`src/rtl/signal_async_pipe.sv`:
```
// Tagged increment pipeline: returns data + INCR with its tag after DEPTH cycles, with a global stall on output backpressure.
// Optional occupancy output enabled by defining SIGNAL_ASYNC_PIPE_OCCUPANCY_EN.
module signal_async_pipe #(
  parameter int          DATA_W = 32,
  parameter int          DEPTH  = 2,
  parameter int unsigned INCR   = 1,
  parameter int          TAG_W  = 4
) (
  input  logic              clk,
  input  logic              reset,
  input  logic              request,
  output logic              req_ready,
  input  logic [DATA_W-1:0] input_data,
  input  logic [TAG_W-1:0]  input_tag,
  output logic [DATA_W-1:0] final_resp,
  output logic [TAG_W-1:0]  final_resp_tag,
  output logic              final_resp_valid,
  input  logic              resp_ready
`ifdef SIGNAL_ASYNC_PIPE_OCCUPANCY_EN
  ,
  output logic [$clog2(DEPTH+1)-1:0] occupancy
`endif
);

  localparam logic [DATA_W-1:0] INCR_V = DATA_W'(INCR);

  // Modular add: the carry out of the top bit is intentionally dropped.
  function automatic logic [DATA_W-1:0] add_wrap(input logic [DATA_W-1:0] a);
    return a + INCR_V;
  endfunction

  logic [DEPTH-1:0]  vld_q, vld_d;
  logic [DATA_W-1:0] data_q [DEPTH];
  logic [DATA_W-1:0] data_d [DEPTH];
  logic [TAG_W-1:0]  tag_q  [DEPTH];
  logic [TAG_W-1:0]  tag_d  [DEPTH];
  logic              stall;

  always_comb begin
    stall     = vld_q[DEPTH-1] & ~resp_ready;
    req_ready = ~stall;
  end

  // Stage 0 captures the incoming request; later stages shift, all frozen together on stall.
  always_comb begin
    vld_d  = vld_q;
    data_d = data_q;
    tag_d  = tag_q;
    if (!stall) begin
      vld_d[0]  = request;
      data_d[0] = add_wrap(input_data);
      tag_d[0]  = input_tag;
      for (int k = 1; k < DEPTH; k++) begin
        vld_d[k]  = vld_q[k-1];
        data_d[k] = data_q[k-1];
        tag_d[k]  = tag_q[k-1];
      end
    end
  end

  always_ff @(posedge clk) begin
    if (reset) begin
      vld_q <= '0;
      for (int k = 0; k < DEPTH; k++) begin
        data_q[k] <= '0;
        tag_q[k]  <= '0;
      end
    end else begin
      vld_q  <= vld_d;
      data_q <= data_d;
      tag_q  <= tag_d;
    end
  end

  // Last stage drives the response directly.
  assign final_resp       = data_q[DEPTH-1];
  assign final_resp_tag   = tag_q[DEPTH-1];
  assign final_resp_valid = vld_q[DEPTH-1];

`ifdef SIGNAL_ASYNC_PIPE_OCCUPANCY_EN
  localparam int OCC_W = $clog2(DEPTH+1);

  function automatic logic [OCC_W-1:0] count_valid(input logic [DEPTH-1:0] v);
    logic [OCC_W-1:0] n;
    n = '0;
    for (int k = 0; k < DEPTH; k++) n = n + OCC_W'(v[k]);
    return n;
  endfunction

  logic [OCC_W-1:0] occ_q, occ_d;

  always_comb occ_d = count_valid(vld_d);

  always_ff @(posedge clk) begin
    if (reset) occ_q <= '0;
    else       occ_q <= occ_d;
  end

  assign occupancy = occ_q;
`endif

endmodule

```
`config.mk`:
```
export PLATFORM = sky130hd
export DESIGN_NAME = signal_async_pipe
export DESIGN_NICKNAME = d
export VERILOG_FILES = /design/src/rtl/signal_async_pipe.sv
export SDC_FILE = /design/constraint.sdc
export NUM_CORES = 1
export LEC_CHECK = 0
export CAP_MARGIN = 20
export CORE_ASPECT_RATIO = 1.25
export CORE_UTILIZATION = 50
export CTS_BUF_LIST = sky130_fd_sc_hd__clkbuf_4 sky130_fd_sc_hd__clkbuf_8
export DETAILED_ROUTE_END_ITERATION = 8
export GPL_TIMING_DRIVEN = 0
export PLACE_DENSITY = 0.76
export SLEW_MARGIN = 20
export SYNTH_ARGS = -nofsm -noshare
export SYNTH_HDL_FRONTEND = slang
export SYNTH_SLANG_ARGS = --single-unit
```
`constraint.sdc`:
```
create_clock -name clk -period 4.9 [get_ports clk]
set_input_delay 1.47 -clock clk [delete_from_list [all_inputs] [get_ports clk]]
set_output_delay 1.47 -clock clk [all_outputs]
set_load 0.005 [all_outputs]
```
; Word level (Yosys, flattened, before mapping)
; Cells that the tools add are included.
[word_totals]
n_memories = 0
mem_bits_ro = 0
reg_bits = 74
in_bits = 40
latchBits = 0
output_inout_bits = 38
elab_cells = 9
mem_bits_rw = 0
[op_classes]
addsub = 1
multipliers = 0
n_bitwise = 3
mux = 0
shift = 0
n_reduce_logical = 0
n_eq_ne = 0
order_cmp = 0
div = 0
[op_table]
columns = op, n
row1 = $add A32 B1 Y32 const B, 1
row2 = $not A1 Y1, 2
row3 = $and A1 B1 Y1, 1

; Logic depth before layout (Yosys ltp)
; Gate-level depths: netlist (run 1).
[depth]
depth_word = 3
mapped_depth = 7
ltp_nobuf = 5

; Worst setup path after synthesis (run 1)
; No wires, ideal clock.
[synth_timing]
path_type = input -> output
from = in resp_ready
to = out req_ready
required_ps = 3430
setup_slack_ps = 1269
n_path_buf = 2
stages = 4
arrival_time_ps = 2161
cell_sequence = nor2b_1 > inv_1 > clkbuf_1 > clkbuf_1
[synth_between]
elab_chain_cells = 3
[synth_rtl]
columns = element, line_no
row1 = "start, declared", 18  ; input logic resp_ready
row2 = $not A1 Y1, 40  ; stall = vld_q[DEPTH-1] & ~resp_ready;
row3 = $and A1 B1 Y1, 40
row4 = $not A1 Y1, 41  ; req_ready = ~stall;
row5 = "end, declared", 12  ; output logic req_ready,
; Every way passes these cells.

; Final worst setup path (run 1)
; Ends and elaborated chain as after synthesis.

==> results.md, run 1 <==
* Measured slew at the worst slew-check pin at 0.638 ns
* Most common cell in the netlist: nand2_1
* Synth Register Bits at 74
* Register area at about 0.0015 mm^2
* Hold wc startpoint: final_resp[5]
* Area share of the largest cell type after synthesis at 43.3%
* Largest area contributor in the netlist: dfxtp_1
* Share of layout cells above drive strength 1 at 11.3%
* Fin. max-slew vios at 0
* Diode count at 0
* Status: finished clean
* # fillers at between 500 and 600
* TritonCTS buffer count at 9
* Yosys cell types at 34
* Post-synthesis mux area share at 0%
* Clock latency at the later pin of the worst-skew pair at between 0.3 and 0.4 ns
* Total power at 1.39 mW
* Initial antenna violation count at 0
* Final setup viols at 0
* Post-route clock period utilization at 96.9%
* GRT Util Overall at 24.2%
* DIE WIDTH at 76.0 um
* Initial DRT Pass Iterations at 5
* RSZ-0062 raised after global routing: no
* Simple-gate share of the synthesized area at 24.5%
* I/O Pins at 78
* Worst endpoint required time at roughly 3.4 ns
* Layout Nets at between 500 and 600
* Core area at between 0.006 and 0.007 mm^2
* Synth Area in Compound Gates at between 10% and 20%
* Relative slew slack at 57.1%
* Die Y at 94.5 um
* Reg2reg path depth at 5
* DIE AREA at roughly 0.007 mm^2
* Crit Reg-Reg Endpoint: data_q[33]
* Average cell area after synthesis at 7.91 um^2
* Hold Buf Count CTS at 0
* Post-synthesis cell count at 433
* Pin count of the biggest net entering global routing at 15
* Clk pin slew, worst setup/hold paths at roughly 0.08 ns
* Worst r2r src: vld_q[1]
* Largest family of logic cells by synthesized area: simple AND/OR/NAND/NOR gates
* Final HPWL from detailed placement at 6330 um
* Placed Area at around 0.0043 mm^2
* Number of synthesized flops with an enable pin at 0
* R2R Setup Slk at 3.00 ns
* Hold crit path type: reg -> reg
* Worst path arrival time at between 3 and 4 ns
* Area of the mapped netlist at 0.00342 mm^2
* Worst Skew at 0.00998 ns
* Pre-CTS WS at -0.113 ns
* Syn_nets at 474
* GRT overflow at 0
* CP max FO at 13
* Worst VDD drop at 0.228 mV
* FP Rows at 33
* Asr flop ratio synth at 0%
* Initial Utilization at 51.8%
* Final setup margin at between 0.15 and 0.2 ns
* Commonest cells post-synth: nand2_1 (94), dfxtp_1 (74), a21oi_1 (43), buf_4 (36), nor2_1 (34)
* Post-route DRC at 0
* Final min period at ~4.7 ns
* Seq/Total Area, Yosys at a little over two fifths
* Total number of vias at 3262
* Synth Area in Adders at 0.365%
* CP endpoint kind: output port
* Hold depth at 2
* PwrDens at 306 mW/mm^2
* Routability-driven placement congestion ratio at about 0.94
* Cells resized by post-CTS repair at 1
* Multi-input logic area at 0.00153 mm^2
* # H-tree levels at 3
* Hold endpoint: final_resp[5]
* Most used DFF post-synth: dfxtp_1
* Number of global-route vias before repair at just over 3000
* Post-route ant nets at 0
* Vias per cell at about 5.3
* Core Util, Final at around 69%
* Area growth, synth to finish at 32.2%
* Post-detailed-route wirelength per cell at roughly 14 um
* First-pass GRT wire length at 13800 um
* Fin area at 0.00453 mm^2
* Clock sink total at 74
* Post-CTS setup buffers at 0
* Ys Warns at 0
* Max cap viols at 0
* Leakage power at between 1.5 and 2 nW
* Max Fclk at 211 MHz
* DRT iter0 DRCs at between 100 and 150
* Number of port buffers at 76
* Clock root buffer: clkbuf_8
* WL final at 8440 um
* Synth area leaders: dfxtp_1 (43%), nand2_1 (10%), buf_4 (7.9%)
* CTS tree: yes
* XOR/XNOR Fraction of Synth Area at roughly 2.8%
* CP Class: in -> out
* Clock Path Buffers at 2
* Fin. Hold Viols at 0
* Crit path launch type: input port
sequential cells by signal, indices dropped and copies added, names as in the netlist:
name,count
vld_q,2
final_resp,32
final_resp_tag,4
tag_q,4
data_q,32
metal layers:
layer  part of all wire (%)  vias to the layer above  global-route usage (%)  wire length, um
li1                       -                     1646                       -                -
met1                     44                     1524                    29.2             3740
met2                     51                       80                    42.8             4300
met3                    3.7                       12                    4.83              309
met4                    1.2                        0                    8.81               99
met5                      0                        -                       0                0
stage by stage:
step	std cells	hold slack [ns]	TNS [ns]
floorplan	433	0.432	0
global placement	596	0.439	-0.0762
detailed placement	596	0.443	-0.113
CTS	612	0.454	0
global route	611	0.477	0
finish	611	0.452	0
critical path, cell delays in order:
cell             delay (ns)
clkdlybuf4s50_1        0.41
nor2b_1                0.34
inv_1                  0.29
clkbuf_2               0.28
clkdlybuf4s50_1        0.48
cell families (layout without fill, tap and decap cells):
| logic type | after synthesis | after routing |
|---|---|---|
| buffers and inverters | 72 | 163 |
| adder cells (fa/ha/maj) | 1 | 1 |
| AO/OA/AOI/OAI | 92 | 92 |
| XOR/XNOR | 11 | 11 |
| flip-flops | 74 | 74 |
| AND/OR/NAND/NOR | 183 | 183 |
layout make-up:
class | count | area share, %
buffer | 63 | 8.46
clock buffer | 10 | 3.04
clock inverter | 6 | 2.16
inverter | 8 | 0.663
multi-input combinational | 287 | 33.7
sequential | 74 | 32.7
tap | 87 | 2.40
timing repair buffer | 76 | 16.8
power by group:
group / internal, mW / total [mW] / switching (mW)
combinational: 0.102 / 0.186 / 0.0837
sequential: 0.638 / 0.657 / 0.0192
clock: 0.308 / 0.542 / 0.235
total: 1.05 / 1.39 / 0.338
cells in the final DEF (no fill, tap or decap), drive strengths merged:
cell type / instances
inv: 10
o41ai: 2
or4b: 2
nor3: 5
nor2: 34
ha: 1
nand3: 10
nand3b: 1
and4: 1
a21oi: 43
nor4: 5
clkbuf: 33
nand4: 8
nand2: 94
and3: 1
o31ai: 5
o21ai: 11
nor2b: 1
nor4bb: 1
dfxtp: 74
or2: 1
a311oi: 18
or4: 6
or3: 12
xnor2: 10
clkinv: 2
buf: 40
a211oi: 13
bufinv: 2
and2: 1
clkdlybuf4s50: 76
xor2: 1
worst max-delay path by stage:
stage | cells after the start | start | slack [ns] | endpoint
2_1_floorplan | 4 | resp_ready | 1.27 | req_ready
3_3_place_gp | 6 | resp_ready | -0.08 | req_ready
3_5_place_dp | 6 | resp_ready | -0.11 | req_ready
4_1_cts | 6 | resp_ready | 0.04 | req_ready
5_1_grt | 5 | resp_ready | 0.02 | req_ready
6_report | 5 | resp_ready | 0.15 | req_ready
Power figures use the tool's default switching activity.
==> run 2: changes to the inputs <==
--- a/config.mk
+++ b/config.mk
@@ -11,7 +11,7 @@
 export CTS_BUF_LIST = sky130_fd_sc_hd__clkbuf_4 sky130_fd_sc_hd__clkbuf_8
 export DETAILED_ROUTE_END_ITERATION = 8
 export GPL_TIMING_DRIVEN = 0
-export PLACE_DENSITY = 0.76
+export PLACE_DENSITY = 0.8
 export SLEW_MARGIN = 20
 export SYNTH_ARGS = -nofsm -noshare
 export SYNTH_HDL_FRONTEND = slang
==> results.md, run 2 (synthesis gave the netlist of run 1 again) <==
* Area growth, synth to finish at 30.3%
* Leakage power at 1.68 nW
* DIE WIDTH at 76.0 um
* Hold endpoint: final_resp[13]
* Post-route DRC at 0
* Crit-path leading delay family: buffers and inverters
* Total number of vias at between 3000 and 4000
* Measured slew at the worst slew-check pin at 0.655 ns
* Reg2reg path depth at 5
* # H-tree levels at 3
* Post-detailed-route wirelength per cell at between 10 and 15 um
* Final min period at 4.62 ns
* PwrDens at 284 mW/mm^2
* Total power at 1.27 mW
* FP Rows at 33
* Clock Path Buffers at 2
* Worst path bufs/invs at 4
* Share of layout cells above drive strength 1 at 11.3%
* CP Class: in -> out
* R2R Setup Slk at 3.09 ns
* Fin. max-slew vios at 0
* TritonCTS buffer count at 9
* Initial Utilization at 51.8%
* CTS tree: yes
* Worst r2r src: vld_q[1]
* Post-route ant nets at 0
* # fillers at 589
* Worst endpoint required time at 3.43 ns
* DIE AREA at 0.00719 mm^2
* Fin cells at between 600 and 700
* WL final at 8590 um
* Worst path arrival time at 3.15 ns
* Worst Skew at 0.00624 ns
* GRT overflow at 0
* Max Fclk at roughly 220 MHz
* Relative slew slack at 55.9%
* Final HPWL from detailed placement at approximately 6300 um
* CP endpoint kind: output port
* DRT iter0 DRCs at 149
* Post-CTS setup buffers at 0
* Max cap viols at 0
* RSZ-0062 raised after global routing: no
* Pin count of the biggest net entering global routing at 13
* Status: finished clean
* Clock root buffer: clkbuf_8
* Number of port buffers at 76
* Pre-CTS WS at -0.0874 ns
* Crit path largest cell delay at 0.54 ns
* Most frequent cells in the layout: nand2_1 (94), clkdlybuf4s50_1 (76), dfxtp_1 (74)
* Routability-driven placement congestion ratio at 0.974
* Hold wc startpoint: final_resp[13]
* CP Cell Sequence: clkdlybuf4s50_1, nor2b_2, inv_1, clkbuf_2, clkdlybuf4s50_1
* Final setup viols at 0
* I/O Pins at 78
* Final setup margin at 0.277 ns
* Crit Reg-Reg Endpoint: final_resp[28]
* Layout Nets at 560
* Crit path launch type: input port
* Vias per cell at 5.42
* Hold crit path type: reg -> reg
* Clk pin slew, worst setup/hold paths at 0.08 ns
* Hold depth at 2
* Clock latency at the later pin of the worst-skew pair at 0.36 ns
* Clock sink total at 74
* Diode count at 0
* Initial antenna violation count at 0
* Fin. Hold Viols at 0
* Number of global-route vias before repair at 3045
* Die Y at 94.5 um
* CP Depth at 5
* Hold Buf Count CTS at 0
* First-pass GRT wire length at approximately 14000 um
* Crit path top cell by count: clkdlybuf4s50_1
* Worst VDD drop at approximately 0.17 mV
* Post-route clock period utilization at around 94%
* Worst-path cell with the longest stage delay: clkdlybuf4s50_1
* Initial DRT Pass Iterations at 5
* Core area at 0.00661 mm^2
* CP max FO at 13
* Commonest non-fill, non-tap cell in the layout: nand2_1
* Placed cells at 596
* GRT Util Overall at about a quarter
[run 2: cell types whose count changed in the layout (fill, tap and decap cells not counted), sizes merged]
cell	before	now
bufinv	2	0
clkinv	2	4
inv	10	8
clkinvlp	0	1
[run 2: through the flow]
| stage | util [%] | TNS [ns] | hold WS [ns] | cell area, um^2 |
|---|---|---|---|---|
| floorplan | - | 0 | 0.432 | 3420 |
| global placement | 65.0 | -0.0602 | 0.438 | 4290 |
| detailed placement | 65.0 | -0.0874 | 0.445 | 4290 |
| CTS | 67.6 | 0 | 0.455 | 4460 |
| global route | 67.6 | 0 | 0.469 | 4460 |
| finish | 67.6 | 0 | 0.451 | 4460 |
[run 2: power breakdown]
part / internal, mW / switching, mW
clock network: 0.193 / 0.231
registers: 0.638 / 0.0186
logic: 0.102 / 0.0840
[run 2: tightest hold or removal path, delay by kind of cell (launching register included)]
family / cells / cell delay (ns)
and+or+nand+nor: 1 / 0.05
DFF: 1 / 0.31
AOI/OAI and AO/OA: 1 / 0.05
[run 2: area by class of cell]
type / count / area [um^2] / area share (%)
clock inverters: 5 / 31.3 / 0.701
well taps: 87 / 109 / 2.44
flip-flops and latches: 74 / 1480 / 33.2
clock buffers: 10 / 138 / 3.08
inverters: 8 / 30.0 / 0.673
plain buffers: 63 / 383 / 8.58
multi-input cells: 287 / 1530 / 34.3
repair buffers: 76 / 761 / 17.0
[run 2: worst max path at each step]
stage,slack (ns),endpoint,startpoint
global placement,-0.06,req_ready,resp_ready
floorplan,1.27,req_ready,resp_ready
detailed placement,-0.09,req_ready,resp_ready
global route,0.17,req_ready,resp_ready
CTS,0.04,req_ready,resp_ready
finish,0.28,req_ready,resp_ready
[run 2: timing repair]
item                       CTS  global route
setup endpoints to repair    1             1
resized for setup            1             1
cloned                       0             0
[run 2: metal layers]
layer	wire length (um)	vias up	GRT usage [%]	share of wire (%)
met5	0	-	0	0
met4	234	0	15.2	2.7
met2	4230	125	44.2	49
li1	-	1647	-	-
met3	468	23	4.73	5.4
met1	3660	1511	28.5	43
